## src/rtl/calc_key_sequencer.sv

```systemverilog
// calc_key_sequencer
//   Turns numpad key events into calculator transactions. Collects a decimal
//   operand A, an operator and an operand B, issues one request to the
//   arithmetic unit, waits for the result and drives the display value.
//
// Ports
//   clock       in   system clock, all logic on posedge
//   reset_n     in   synchronous reset, active-low
//   key_code    in   5-bit key event: 0 none, 16+k key index k (one-cycle pulse)
//   alu_valid   out  request valid
//   alu_ready   in   request accepted when alu_valid & alu_ready
//   alu_a       out  operand A, stable while alu_valid
//   alu_b       out  operand B, stable while alu_valid
//   alu_op      out  0 add, 1 sub, 2 mul, 3 div; stable while alu_valid
//   res_valid   in   one-cycle pulse, result available
//   res_value   in   result value, sampled when res_valid
//   res_error   in   result error flag, sampled when res_valid
//   disp_value  out  value to display
//   disp_error  out  error indicator
//   busy        out  high while a request is outstanding (ISSUE, WAIT_RES)
//   fsm_state   out  debug view of the sequencer state
//
// ALU handshake: a request is presented by raising alu_valid with alu_a,
// alu_b and alu_op held constant; it is transferred on the first rising edge
// where alu_valid and alu_ready are both high, and is never withdrawn before
// that edge.
module calc_key_sequencer #(
    parameter int WIDTH  = 16,
    parameter int DIGITS = 4
) (
    input  logic             clock,
    input  logic             reset_n,
    input  logic [4:0]       key_code,
    output logic             alu_valid,
    input  logic             alu_ready,
    output logic [WIDTH-1:0] alu_a,
    output logic [WIDTH-1:0] alu_b,
    output logic [1:0]       alu_op,
    input  logic             res_valid,
    input  logic [WIDTH-1:0] res_value,
    input  logic             res_error,
    output logic [WIDTH-1:0] disp_value,
    output logic             disp_error,
    output logic             busy,
    output logic [2:0]       fsm_state
);

    localparam int CW = $clog2(DIGITS + 1);
    localparam logic [CW-1:0] MAX_CNT = CW'(DIGITS);

    typedef enum logic [2:0] {
        ENTER_A  = 3'd0,
        ENTER_B  = 3'd1,
        ISSUE    = 3'd2,
        WAIT_RES = 3'd3,
        SHOW     = 3'd4,
        ERROR    = 3'd5
    } state_t;

    state_t          state;
    logic [WIDTH-1:0] a;
    logic [WIDTH-1:0] b;
    logic [1:0]       op;
    logic [CW-1:0]    cnt_a;
    logic [CW-1:0]    cnt_b;

    // Key decode: key_val 0..9 are digits, 10..13 operators A..D,
    // 14 equals (E), 15 clear (F). Codes 1..15 have bit 4 low and decode as no key.
    logic       key_hit;
    logic [3:0] key_val;
    logic       is_digit;
    logic       is_oper;
    logic       is_equal;
    logic       is_clear;
    logic [1:0] oper_code;

    always_comb begin
        key_hit = key_code[4];
        case (key_code[3:0])
            4'd0:    key_val = 4'd1;
            4'd1:    key_val = 4'd4;
            4'd2:    key_val = 4'd7;
            4'd3:    key_val = 4'd0;
            4'd4:    key_val = 4'd2;
            4'd5:    key_val = 4'd5;
            4'd6:    key_val = 4'd8;
            4'd7:    key_val = 4'd15;
            4'd8:    key_val = 4'd3;
            4'd9:    key_val = 4'd6;
            4'd10:   key_val = 4'd9;
            4'd11:   key_val = 4'd14;
            4'd12:   key_val = 4'd10;
            4'd13:   key_val = 4'd11;
            4'd14:   key_val = 4'd12;
            default: key_val = 4'd13;
        endcase
        is_digit  = key_hit && (key_val <= 4'd9);
        is_oper   = key_hit && (key_val >= 4'd10) && (key_val <= 4'd13);
        is_equal  = key_hit && (key_val == 4'd14);
        is_clear  = key_hit && (key_val == 4'd15);
        oper_code = 2'(key_val - 4'd10);
    end

    // acc*10 + d, wrapping modulo 2^WIDTH.
    function automatic logic [WIDTH-1:0] shift_in(input logic [WIDTH-1:0] acc,
                                                  input logic [3:0] d);
        return (acc << 3) + (acc << 1) + WIDTH'(d);
    endfunction

    logic [WIDTH-1:0] a_next;
    logic [WIDTH-1:0] b_next;

    always_comb begin
        a_next = shift_in(a, key_val);
        b_next = shift_in(b, key_val);
    end

    assign busy      = (state == ISSUE) || (state == WAIT_RES);
    assign fsm_state = state;

    always_ff @(posedge clock) begin
        if (!reset_n) begin
            state      <= ENTER_A;
            a          <= '0;
            b          <= '0;
            op         <= 2'd0;
            cnt_a      <= '0;
            cnt_b      <= '0;
            alu_valid  <= 1'b0;
            alu_a      <= '0;
            alu_b      <= '0;
            alu_op     <= 2'd0;
            disp_value <= '0;
            disp_error <= 1'b0;
        end else if (is_clear && !busy) begin
            // Clear works from every idle state, including ERROR.
            state      <= ENTER_A;
            a          <= '0;
            b          <= '0;
            op         <= 2'd0;
            cnt_a      <= '0;
            cnt_b      <= '0;
            disp_value <= '0;
            disp_error <= 1'b0;
        end else begin
            case (state)
                ENTER_A: begin
                    if (is_digit) begin
                        if (cnt_a < MAX_CNT) begin
                            a          <= a_next;
                            cnt_a      <= cnt_a + CW'(1);
                            disp_value <= a_next;
                        end
                    end else if (is_oper) begin
                        op    <= oper_code;
                        b     <= '0;
                        cnt_b <= '0;
                        state <= ENTER_B;
                    end
                end
                ENTER_B: begin
                    // The display keeps showing A until the first B digit lands.
                    if (is_digit) begin
                        if (cnt_b < MAX_CNT) begin
                            b          <= b_next;
                            cnt_b      <= cnt_b + CW'(1);
                            disp_value <= b_next;
                        end
                    end else if (is_oper) begin
                        if (cnt_b == '0) begin
                            op <= oper_code;
                        end
                    end else if (is_equal) begin
                        if (cnt_b != '0) begin
                            alu_a     <= a;
                            alu_b     <= b;
                            alu_op    <= op;
                            alu_valid <= 1'b1;
                            state     <= ISSUE;
                        end
                    end
                end
                ISSUE: begin
                    if (alu_ready) begin
                        alu_valid <= 1'b0;
                        state     <= WAIT_RES;
                    end
                end
                WAIT_RES: begin
                    if (res_valid) begin
                        if (res_error) begin
                            disp_error <= 1'b1;
                            disp_value <= '0;
                            state      <= ERROR;
                        end else begin
                            a          <= res_value;
                            disp_value <= res_value;
                            state      <= SHOW;
                        end
                    end
                end
                SHOW: begin
                    // A already holds the result, so an operator chains from it.
                    if (is_digit) begin
                        a          <= WIDTH'(key_val);
                        cnt_a      <= CW'(1);
                        disp_value <= WIDTH'(key_val);
                        state      <= ENTER_A;
                    end else if (is_oper) begin
                        op    <= oper_code;
                        b     <= '0;
                        cnt_b <= '0;
                        state <= ENTER_B;
                    end
                end
                ERROR: begin
                    disp_value <= '0;
                end
                default: begin
                    state <= ENTER_A;
                end
            endcase
        end
    end

endmodule

```

## config.mk

```make
export PLATFORM = sky130hd
export DESIGN_NAME = calc_key_sequencer
export DESIGN_NICKNAME = d
export VERILOG_FILES = /design/src/rtl/calc_key_sequencer.sv
export SDC_FILE = /design/constraint.sdc
export NUM_CORES = 1
export LEC_CHECK = 0
export BUFFER_PORTS_ARGS = -buffer_cell sky130_fd_sc_hd__buf_2
export CELL_PAD_IN_SITES_DETAIL_PLACEMENT = 1
export CELL_PAD_IN_SITES_GLOBAL_PLACEMENT = 1
export CORE_ASPECT_RATIO = 0.7
export CORE_MARGIN = 5
export CORE_UTILIZATION = 39
export CTS_CLUSTER_SIZE = 12
export DETAILED_ROUTE_END_ITERATION = 8
export PLACE_DENSITY_LB_ADDON = 0.1
export SLEW_MARGIN = 10
export SYNTH_ARGS = -nofsm -noshare
export SYNTH_HDL_FRONTEND = slang
export SYNTH_SLANG_ARGS = --single-unit
```

## constraint.sdc

```tcl
create_clock -name clock -period 3.9 [get_ports clock]
set_clock_uncertainty 0.1 [all_clocks]
set_input_delay 0.585 -clock clock [delete_from_list [all_inputs] [get_ports clock]]
set_output_delay 0.585 -clock clock [all_outputs]
set_load 0.005 [all_outputs]
```

Word level (Yosys, flattened, before mapping)

Memories as Yosys holds them, arrays and structs flattened.
Index checks and enable logic that the tools add are counted.

Bits in registers: 95
Output and inout port bits: 56
Memory bits (read-only): 64
Word-level logic and storage cells: 127
Bits of input ports: 26
Memories: 1

Memory list:

| memory           | depth | bits a word | rd ports | clocked after memory_dff | wr ports | line | source |
|---|---|---|---|---|---|---|---|
| (name not given) | 16    | 4           | 1        | 0                        | 0        | 79   | `case (key_code[3:0])` |

Bitwise logic cells: 5
Add/subtract/negate cells: 7
Order comparisons: 5
Equality and inequality tests: 24
Reduce and logical (&&, ||, !) cells: 27
Multiplexer cells: 46

Operators with widths:

| kind                                          | number |
|---|---|
| 2-to-1 mux 16 bit                             | 11 |
| one-hot mux 16 bit (5 select lines)           | 1 |
| 2-to-1 mux 3 bit                              | 16 |
| one-hot mux 16 bit (3 select lines)           | 1 |
| adder 16 bit                                  | 2 |
| adder 16 x 4 -> 16 bit                        | 2 |
| inequality test 2 bit, second input constant  | 16 |
| one-hot mux 16 bit (2 select lines)           | 1 |
| one-hot mux 3 bit (6 select lines)            | 1 |
| AND reduction 6 bit                           | 3 |
| AND reduction 7 bit                           | 2 |
| one-hot mux 3 bit (2 select lines)            | 2 |
| 2-to-1 mux 2 bit                              | 5 |
| == test 4 bit, second input constant          | 2 |
| <= comparator 4 bit, second input constant    | 2 |
| AND reduction 8 bit                           | 1 |
| adder 3 x 1 -> 3 bit, second input constant   | 2 |
| == test 3 x 2 -> 1 bit, second input constant | 2 |
| == test 3 bit, second input constant          | 2 |
| logical AND 1 bit                             | 6 |
| logical NOT 3 bit                             | 2 |
| < comparator 3 bit, second input constant     | 2 |
| 2-to-1 mux 1 bit                              | 6 |
| nonzero test 2 bit                            | 3 |
| other kinds (15)                              | 21 |

Depth between registers and ports, before layout

Gate-level depths: netlist of run 1.
An unclocked memory read counts as a cell.

Depth after elaboration: 7
Depth in mapped cells: 16

Worst setup path after synthesis of run 1

No wires, ideal clock.

Path type: input -> register
Start: input port key_code[0]
End: register disp_value[12]
Buffers on the path: 0
Cell stages on the path: 14
Arrival: 3.533 ns
Slack: 0.151 ns
Cell sequence: inv_1 ha_1 nor2_1 a211oi_1 nor2_1 ha_1 ha_1 fa_1 a211oi_1 o211ai_1 a21boi_0 xor2_1 nand2_1 a41o_1

Cells in the longest elaborated chain, start to end: 5
Elaborated cells between the ends (all ways): 18
Classes of those cells: add/sub: 2; order compare: 1; eq/ne: 4; mux: 5; reduce/logical: 5; memory: 1

RTL lines:

| item                                                        | line | source |
|---|---|---|
| start, declared                                             | 33   | `input logic [4:0] key_code,` |
| memory read (16 x 4 bit) *                                  | n/a  |  |
| adder 16 x 4 -> 16 bit (tied with other cells)              | 107  | `return (acc << 3) + (acc << 1) + WIDTH'(d);` |
| 2-to-1 mux 16 bit (tied with other cells)                   | 164  | `if (cnt_b < MAX_CNT) begin` |
| 2-to-1 mux 16 bit (tied with other cells)                   | 163  | `if (is_digit) begin` |
| one-hot mux 16 bit (5 select lines) (tied with other cells) | 146  | `case (state)` |
| end signal, assigned                                        | 152  | `disp_value <= a_next;` |
| end signal, assigned                                        | 167  | `disp_value <= b_next;` |
| end signal, assigned                                        | 197  | `disp_value <= res_value;` |
| end, declared                                               | 42   | `output logic [WIDTH-1:0] disp_value,` |

Every way passes the cells marked *; elsewhere a longest branch is shown, timed or not. The select of a mux whose other input is x is not followed.
A chain may end at the register's enable or synchronous reset.

Worst setup path after layout of run 1

Ends and elaborated chain as after synthesis.

==> results of run 1 <==
==> where the power goes <==
| part | switching, mW | leakage, nW | internal, mW |
|---|---|---|---|
| registers | 0.0528 | 0.771 | 1.02 |
| clock network | 0.409 | 0.156 | 0.563 |
| logic | 0.363 | 2.18 | 0.244 |
| total | 0.824 | 3.11 | 1.83 |
==> tightest hold or removal path: stages (launching register included) <==
cell                       delay, ns
sky130_fd_sc_hd__dfxtp_1        0.31
sky130_fd_sc_hd__nand2_1        0.04
sky130_fd_sc_hd__a21boi_0       0.06
==> per-stage QoR <==
step           setup WS (ns)  power (mW)  instances
3_5_place_dp          -0.199        1.69        979
3_3_place_gp         -0.0684        1.67        979
5_1_grt              -0.0444        2.79        995
6_report               0.212        2.65        995
2_1_floorplan          0.151        1.49        710
4_1_cts                0.194        2.68        995
==> final cells by class <==
class | count | area (sq um) | share of cell area (%)
clock inverters | 7 | 95.1 | 1.37
clock buffers | 9 | 225 | 3.25
inverters | 23 | 90.1 | 1.30
flip-flops and latches | 95 | 1900 | 27.4
well taps | 195 | 244 | 3.52
multi-input cells | 556 | 3750 | 54.2
repair buffers | 110 | 623 | 8.99
==> state kept, by name, summed over array words and instances (netlist names) <==
register,flops
a,16
op,2
alu_a,16
b,16
alu_valid,1
cnt_a,3
alu_b,16
fsm_state,3
alu_op,2
cnt_b,3
disp_value,16
disp_error,1
==> placed cells by master, fill, tap and decap left out, drive strengths merged, types with 8 or more instances in the layout <==
master and instances:
dfxtp 95, a21o 10, ha 58, xnor2 16, clkbuf 9, nor2 54, nand2 110, nand3 8
inv 23, a22o 13, xor2 16, a21boi 38, a21oi 64, a221oi 16, nor3 14, o21ai 39
o211ai 8, a211oi 10, buf 110
==> cells by family (layout without fill, tap and decap cells) <==
group                      Yosys count  count (layout)  share of synthesized area [%]
DFF                                 95              95                           32.1
buffers and inverters               59             149                           5.02
xor gates and xnor gates            32              32                           4.73
and+or+nand+nor                    213             213                           15.7
adders and majority gates           60              60                           12.9
AOI/OAI and AO/OA                  249             249                           29.0
muxes                                2               2                          0.549
==> how the worst max path moves through the flow <==
| stage | startpoint | end | cells past startpoint | slack, ns |
|---|---|---|---|---|
| 2_1_floorplan | key_code[0] | disp_value[12]$_SDFFE_PP0P_ | 14 | 0.15 |
| 3_3_place_gp | key_code[0] | disp_value[12]$_SDFFE_PP0P_ | 19 | -0.07 |
| 3_5_place_dp | key_code[0] | disp_value[12]$_SDFFE_PP0P_ | 16 | -0.20 |
| 4_1_cts | key_code[0] | disp_value[12]$_SDFFE_PP0P_ | 16 | 0.19 |
| 5_1_grt | key_code[0] | disp_value[12]$_SDFFE_PP0P_ | 19 | -0.04 |
| 6_report | key_code[0] | disp_value[12]$_SDFFE_PP0P_ | 19 | 0.21 |
==> per-layer routing <==
layer  track usage, %  vias to the layer above  wire length (microns)
met5                0                        -                      0
met4             6.25                        0                    331
met3             4.01                       23                    964
met2             36.1                      140                   8780
met1             31.7                     2767                   9810
li1                 -                     2748                      -
==> impl_metrics.py, run 1 <==
metrics = {
    "finish": {
        "diodes": 0,
        "final_area_sq_um": 6930,
        "final_core_utilization_pct": 46.8,
        "filler_cell_count": 1814,
        "nets": 881,
        "area.growth.synth_to_final_pct": 16.9,
        "drive_gt1_share_pct": 18.9,
    },
    "logic_synthesis": {
        "synth_top_flop_cell": "sky130_fd_sc_hd__dfxtp_1",
        "synthesis.yosys.warnings": 0,
        "postSynthCellCount": 710,
        "synth-seq-area-share_pct": 32.1,
        "yosysTopAreaCellShare_pct": 32.1,
        "count_of_flip_flops_with_a_built_in_enable_after_synthesis": 0,
        "mappedNetlistNets": 796,
        "avgSynthCellArea_sq_um": 8.35,
        "synth.top_cells.by_area": "sky130_fd_sc_hd__dfxtp_1 (32%), sky130_fd_sc_hd__ha_1 (12%), sky130_fd_sc_hd__nand2_1 (6.9%), sky130_fd_sc_hd__a21oi_1 (5.4%), sky130_fd_sc_hd__a21boi_0 (4.7%)",
        "post-synth-top-area-cell": "sky130_fd_sc_hd__dfxtp_1",
        "synthMostInstantiatedCell": "sky130_fd_sc_hd__nand2_1",
        "postSynthRegisterBits": 95,
        "netlist_top_cells_count": "sky130_fd_sc_hd__nand2_1 (109), sky130_fd_sc_hd__dfxtp_1 (95), sky130_fd_sc_hd__a21oi_1 (64), sky130_fd_sc_hd__ha_1 (58), sky130_fd_sc_hd__nor2_1 (53)",
        "synthArstFlopShare_pct": 0,
        "synth_area_sq_um": 5930,
        "post_synth_cell_types": 71,
    },
    "drt": {
        "dr.pass1.iters": 5,
        "drc": 0,
        "drt.antenna.violating_nets": 0,
        "drtIter0Drc": 309,
        "wl_microns": 19900,
        "dr_total_vias": 5678,
        "wl_per_instance_microns": 20.0,
        "route.detailed.vias_per_inst": 5.71,
    },
    "worst_setup_path": {
        "crit_family": "compound AO/OA/AOI/OAI gates",
        "critical_path_buf_inv_count": 5,
        "crit_path_top_delay_cell": "sky130_fd_sc_hd__fa_1",
        "regToRegStartpoint": "b[2]$_SDFFE_PP0P_",
        "critical_path_arrival_ns": 3.85,
        "critical_path.max_stage_delay_ns": 0.42,
        "timing.setup.critical_path_class": "input port to register",
        "rr_worst_depth": 12,
        "cp-start-kind": "input port",
        "timing.reg2reg.setup_slack_ns": 0.83,
        "critPathRequiredTime_ns": 4.06,
        "crit-reg2reg-capture": "b[9]$_SDFFE_PP0P_",
        "worstPathMaxFanout": 4,
        "crit_chain": "buf_2 -> inv_1 -> ha_1 -> nor2_1 -> a211oi_2 -> buf_4 -> nor2_2 -> buf_4 -> xor2_1 -> ha_1 -> inv_1 -> fa_1 -> nor2b_2 -> o2111ai_1 -> a21oi_1 -> nor2_1 -> xnor2_1 -> a221o_1 -> a41o_1",
        "worst_setup_path_end_kind": "register",
    },
    "clocking": {
        "clock_path_buffers": 2,
        "clk_pin_slew_ns": 0.08,
        "clk_root_buffer_cell": "sky130_fd_sc_hd__clkbuf_16",
        "hold_fix_buffers_cts": 0,
        "clock_tree_from_tritoncts": "built",
        "postCtsSetupBuffers": 0,
        "clock_latency_ns": 0.36,
        "cts_max_level": 3,
        "cts-resized-gates": 0,
        "cts_num_sinks": 95,
        "tritoncts.num_buffers": 9,
    },
    "floorplanning": {
        "effective_utilization_at_floorplan_pct": 40.0,
        "die_height_microns": 113,
        "die_w_microns": 157,
        "die-area_sq_um": 17800,
        "core-area_sq_um": 14800,
        "ios": 82,
        "placement_rows": 37,
    },
    "global_route": {
        "grt_pass1_vias": 5947,
        "grt_pass1_wl_microns": 31900,
        "grt_overflow_total": 0,
        "number_of_antenna_violations_at_the_first_check_in_global_routing": 0,
        "grt_max_degree": 38,
        "grtUsageTotal_pct": 22.7,
    },
    "timing": {
        "setup_tns_ns": 0,
        "finalSetupViolations": 0,
        "max_slew.worst_pin.slew_ns": 0.999,
        "min_period_ns": 3.69,
        "hold-worst-slack_ns": 0.362,
        "slew_viol_final": 0,
        "achievable-frequency_mhz": 271,
        "finalHoldViolations": 0,
        "timing.max_slew.rel_slack_pct": 33.0,
        "timing.final.crit_share_pct": 94.6,
    },
    "placed_design": {
        "placed_area_sq_um": 6590,
        "dp.final_hpwl_microns": 15400,
        "place_congestion": 0.922,
        "portBuffers": 81,
    },
    "hold_path": {
        "hold_path.startpoint": "alu_b[9]$_SDFFE_PN0P_",
        "worst_hold_path_type": "register to register",
        "hold_path_end": "alu_b[9]$_SDFFE_PN0P_",
        "whs_path_depth": 2,
    },
    "job": {
        "max_cap_viol_count": 0,
    },
    "power": {
        "total_leakage_power_nw": 3.11,
        "irDropWorstVdd_mv": 0.223,
        "power.density_nw_per_um2": 382,
    },
    "status": {
        "status": "completed",
    },
}
(Power assumes the default switching activity.)
==> inputs of run 2 (changes only) <==
ABC_AREA = 1   (was not set)
CORE_UTILIZATION = 38   (was 39)
==> run 2 against run 1 <==
Net effect: register-to-register slack improved by 0.16 ns; fmax is 15% higher; global-route usage shrank 0.65 points; critical path depth unchanged; hold slack got worse by 0.018 ns; combinational power rose to 3.6 times the previous value; worst setup slack better by 0.48 ns; routed wire length is 8.8% higher; utilization down 2.3 points; critical path type unchanged; largest power group is now combinational cells.
==> impl_metrics.py, run 2 <==
metrics = {
    "logic_synthesis": {
        "avgSynthCellArea_sq_um": 6.59,
        "synthMostInstantiatedCell": "sky130_fd_sc_hd__nand2_1",
        "postSynthRegisterBits": 95,
        "count_of_flip_flops_with_a_built_in_enable_after_synthesis": 0,
        "post-synth-top-area-cell": "sky130_fd_sc_hd__dfxtp_1",
        "synth-seq-area-share_pct": 29.4,
        "synthArstFlopShare_pct": 0,
        "synth_top_flop_cell": "sky130_fd_sc_hd__dfxtp_1",
        "synth.top_cells.by_area": "sky130_fd_sc_hd__dfxtp_1 (29%), sky130_fd_sc_hd__nand2_1 (14%), sky130_fd_sc_hd__ha_1 (11%), sky130_fd_sc_hd__inv_1 (7.5%), sky130_fd_sc_hd__nor2_1 (7.2%)",
        "synthesis.yosys.warnings": 0,
        "post_synth_cell_types": 44,
        "mappedNetlistNets": 1068,
        "synth_area_sq_um": 6470,
        "postSynthCellCount": 982,
        "yosysTopAreaCellShare_pct": 29.4,
        "netlist_top_cells_count": "sky130_fd_sc_hd__nand2_1 (234), sky130_fd_sc_hd__inv_1 (130), sky130_fd_sc_hd__nor2_1 (124), sky130_fd_sc_hd__dfxtp_1 (95), sky130_fd_sc_hd__a21oi_1 (79)",
    },
    "clocking": {
        "clk_pin_slew_ns": 0.07,
        "cts-resized-gates": 0,
        "clock_path_buffers": 2,
        "postCtsSetupBuffers": 0,
        "clock_tree_from_tritoncts": "built",
        "hold_fix_buffers_cts": 0,
        "tritoncts.num_buffers": 9,
        "clk_root_buffer_cell": "sky130_fd_sc_hd__clkbuf_16",
        "cts_max_level": 3,
        "cts_num_sinks": 95,
        "clock_latency_ns": 0.36,
    },
    "finish": {
        "area.sequential_sq_um": 1900,
        "multi_input_area_sq_um": 3860,
        "drive_gt1_share_pct": 14.4,
        "final_core_utilization_pct": 44.5,
        "filler_cell_count": 2239,
        "diodes": 0,
        "layout_common_cells": "sky130_fd_sc_hd__nand2_1 (234), sky130_fd_sc_hd__inv_1 (130), sky130_fd_sc_hd__nor2_1 (124), sky130_fd_sc_hd__dfxtp_1 (95), sky130_fd_sc_hd__buf_2 (81)",
        "nets": 1140,
        "area.growth.synth_to_final_pct": 13.5,
        "most_frequent_standard_cell_in_the_layout_excluding_fill_and_tap_cells": "sky130_fd_sc_hd__nand2_1",
    },
    "timing": {
        "min_period_ns": 3.20,
        "timing.max_slew.rel_slack_pct": 59.4,
        "rsz_0062_raised_after_global_routing": "false",
        "max_slew.worst_pin.slew_ns": 0.608,
        "setup_tns_ns": 0,
        "finalHoldViolations": 0,
        "timing.final.crit_share_pct": 82.2,
        "slew_viol_final": 0,
        "finalSetupViolations": 0,
        "achievable-frequency_mhz": 312,
    },
    "job": {
        "max_cap_viol_count": 0,
    },
    "worst_setup_path": {
        "critical_path_arrival_ns": 3.36,
        "crit_chain": "buf_2 -> inv_1 -> ha_1 -> inv_1 -> nand2_1 -> nand2_1 -> nand2_1 -> nand2_1 -> ha_1 -> ha_1 -> fa_1 -> nand3_1 -> nand3_1 -> xnor2_1 -> nor2_1 -> nor3_1 -> nand2_1 -> nand2_1 -> nor2_1",
        "crit_path_top_delay_cell": "sky130_fd_sc_hd__fa_1",
        "rr_worst_depth": 13,
        "worst_setup_path_end_kind": "register",
        "critPathRequiredTime_ns": 4.05,
        "worstPathMaxFanout": 4,
        "crit-reg2reg-capture": "disp_value[11]$_SDFFE_PP0P_",
        "timing.reg2reg.setup_slack_ns": 0.99,
        "cp-start-kind": "input port",
        "most_frequent_cell_on_the_critical_path": "sky130_fd_sc_hd__nand2_1",
        "critical_path.max_stage_delay_ns": 0.45,
        "regToRegStartpoint": "a[2]$_SDFFE_PP0P_",
        "timing.setup.critical_path_class": "input port to register",
    },
    "drt": {
        "drt.antenna.violating_nets": 0,
        "drtIter0Drc": 383,
        "wl_per_instance_microns": 16.9,
        "wl_microns": 21600,
        "dr_total_vias": 6516,
        "dr.pass1.iters": 5,
        "route.detailed.vias_per_inst": 5.07,
        "drc": 0,
    },
    "global_route": {
        "grtUsageTotal_pct": 22.0,
        "grt_max_degree": 42,
        "number_of_antenna_violations_at_the_first_check_in_global_routing": 2,
        "grt_overflow_total": 0,
        "grt_pass1_vias": 6490,
        "grt_pass1_wl_microns": 34800,
    },
    "floorplanning": {
        "core-area_sq_um": 16500,
        "placement_rows": 39,
        "effective_utilization_at_floorplan_pct": 39.2,
        "ios": 82,
        "die-area_sq_um": 19800,
        "die_height_microns": 119,
        "die_w_microns": 166,
    },
    "hold_path": {
        "hold_path_end": "alu_a[13]$_SDFFE_PN0P_",
        "hold_path.startpoint": "alu_a[13]$_SDFFE_PN0P_",
        "whs_path_depth": 2,
        "worst_hold_path_type": "register to register",
    },
    "placed_design": {
        "portBuffers": 81,
        "dp.final_hpwl_microns": 17100,
        "place_congestion": 0.886,
    },
    "power": {
        "irDropWorstVdd_mv": 0.253,
        "total_leakage_power_nw": 3.85,
        "power.density_nw_per_um2": 603,
    },
    "status": {
        "status": "completed",
    },
}
==> run 2: changes by cell type after synthesis, moves of 13 or more <==
cell	before	now
sky130_fd_sc_hd__inv_1	21	130
sky130_fd_sc_hd__nand3_1	8	54
sky130_fd_sc_hd__a21boi_0	37	0
sky130_fd_sc_hd__a221oi_1	15	2
sky130_fd_sc_hd__clkbuf_1	24	11
sky130_fd_sc_hd__a21oi_1	64	79
sky130_fd_sc_hd__o21ai_1	1	16
sky130_fd_sc_hd__nand2_1	109	234
sky130_fd_sc_hd__nor2_1	53	124
sky130_fd_sc_hd__o21ai_0	38	55
==> run 2: worst max-delay path, delay by kind of cell <==
| kind | cells | cell delay, ns |
|---|---|---|
| xor gates and xnor gates | 1 | 0.24 |
| and+or+nand+nor | 11 | 1.04 |
| buffers and inverters | 3 | 0.25 |
| adders and majority gates | 4 | 1.23 |
==> run 2: how the worst max path moves through the flow <==
stage	startpoint	end	slack (ns)	depth (start not counted)
3_3_place_gp	key_code[0]	disp_value[14]$_SDFFE_PP0P_	0.45	21
4_1_cts	key_code[0]	disp_value[14]$_SDFFE_PP0P_	0.75	21
6_report	key_code[0]	disp_value[6]$_SDFFE_PP0P_	0.70	19
3_5_place_dp	key_code[0]	disp_value[14]$_SDFFE_PP0P_	0.37	21
2_1_floorplan	key_code[0]	disp_value[14]$_SDFFE_PP0P_	0.86	20
5_1_grt	key_code[0]	disp_value[14]$_SDFFE_PP0P_	0.41	26
==> run 2: power breakdown <==
| part | switching, mW | internal (mW) |
|---|---|---|
| clock network | 0.458 | 0.453 |
| registers | 0.181 | 1.14 |
| logic | 1.42 | 0.778 |
| total | 2.06 | 2.37 |
==> run 2: kinds of logic after synthesis <==
logic type / count (synthesis) / synth area share, %
AND/OR/NAND/NOR: 468 / 31.2
adder cells (fa/ha/maj): 60 / 11.8
XOR/XNOR: 12 / 1.62
flip-flops: 95 / 29.4
AO/OA/AOI/OAI: 177 / 14.9
buffers and inverters: 170 / 11.0
==> run 2: metrics by stage <==
stage / hold slack [ns] / std cells / setup WS [ns] / cell area (sq um) / total power [mW]
finish: 0.343 / 1284 / 0.696 / 7350 / 4.43
global route: 0.356 / 1284 / 0.413 / 7350 / 4.81
CTS: 0.347 / 1284 / 0.747 / 7350 / 4.46
detailed placement: 0.336 / 1268 / 0.371 / 7050 / 3.52
global placement: 0.330 / 1268 / 0.452 / 7050 / 3.48
floorplan: 0.336 / 982 / 0.858 / 6470 / 2.90
==> run 2: routing by layer <==
metal  vias up  track usage (%)  routed length, microns
li1       3305                -                       -
met1      3016             33.1                   11500
met2       167             32.0                    8480
met3        24             4.50                    1220
met4         4             5.82                     386
met5         -                0                      21
==> run 2: final cells by class <==
type | count | share of cell area [%]
inverters | 140 | 7.15
clock inverters | 7 | 0.971
multi-input cells | 717 | 52.5
flip-flops and latches | 95 | 25.9
clock buffers | 9 | 3.07
repair buffers | 91 | 6.54
well taps | 225 | 3.83
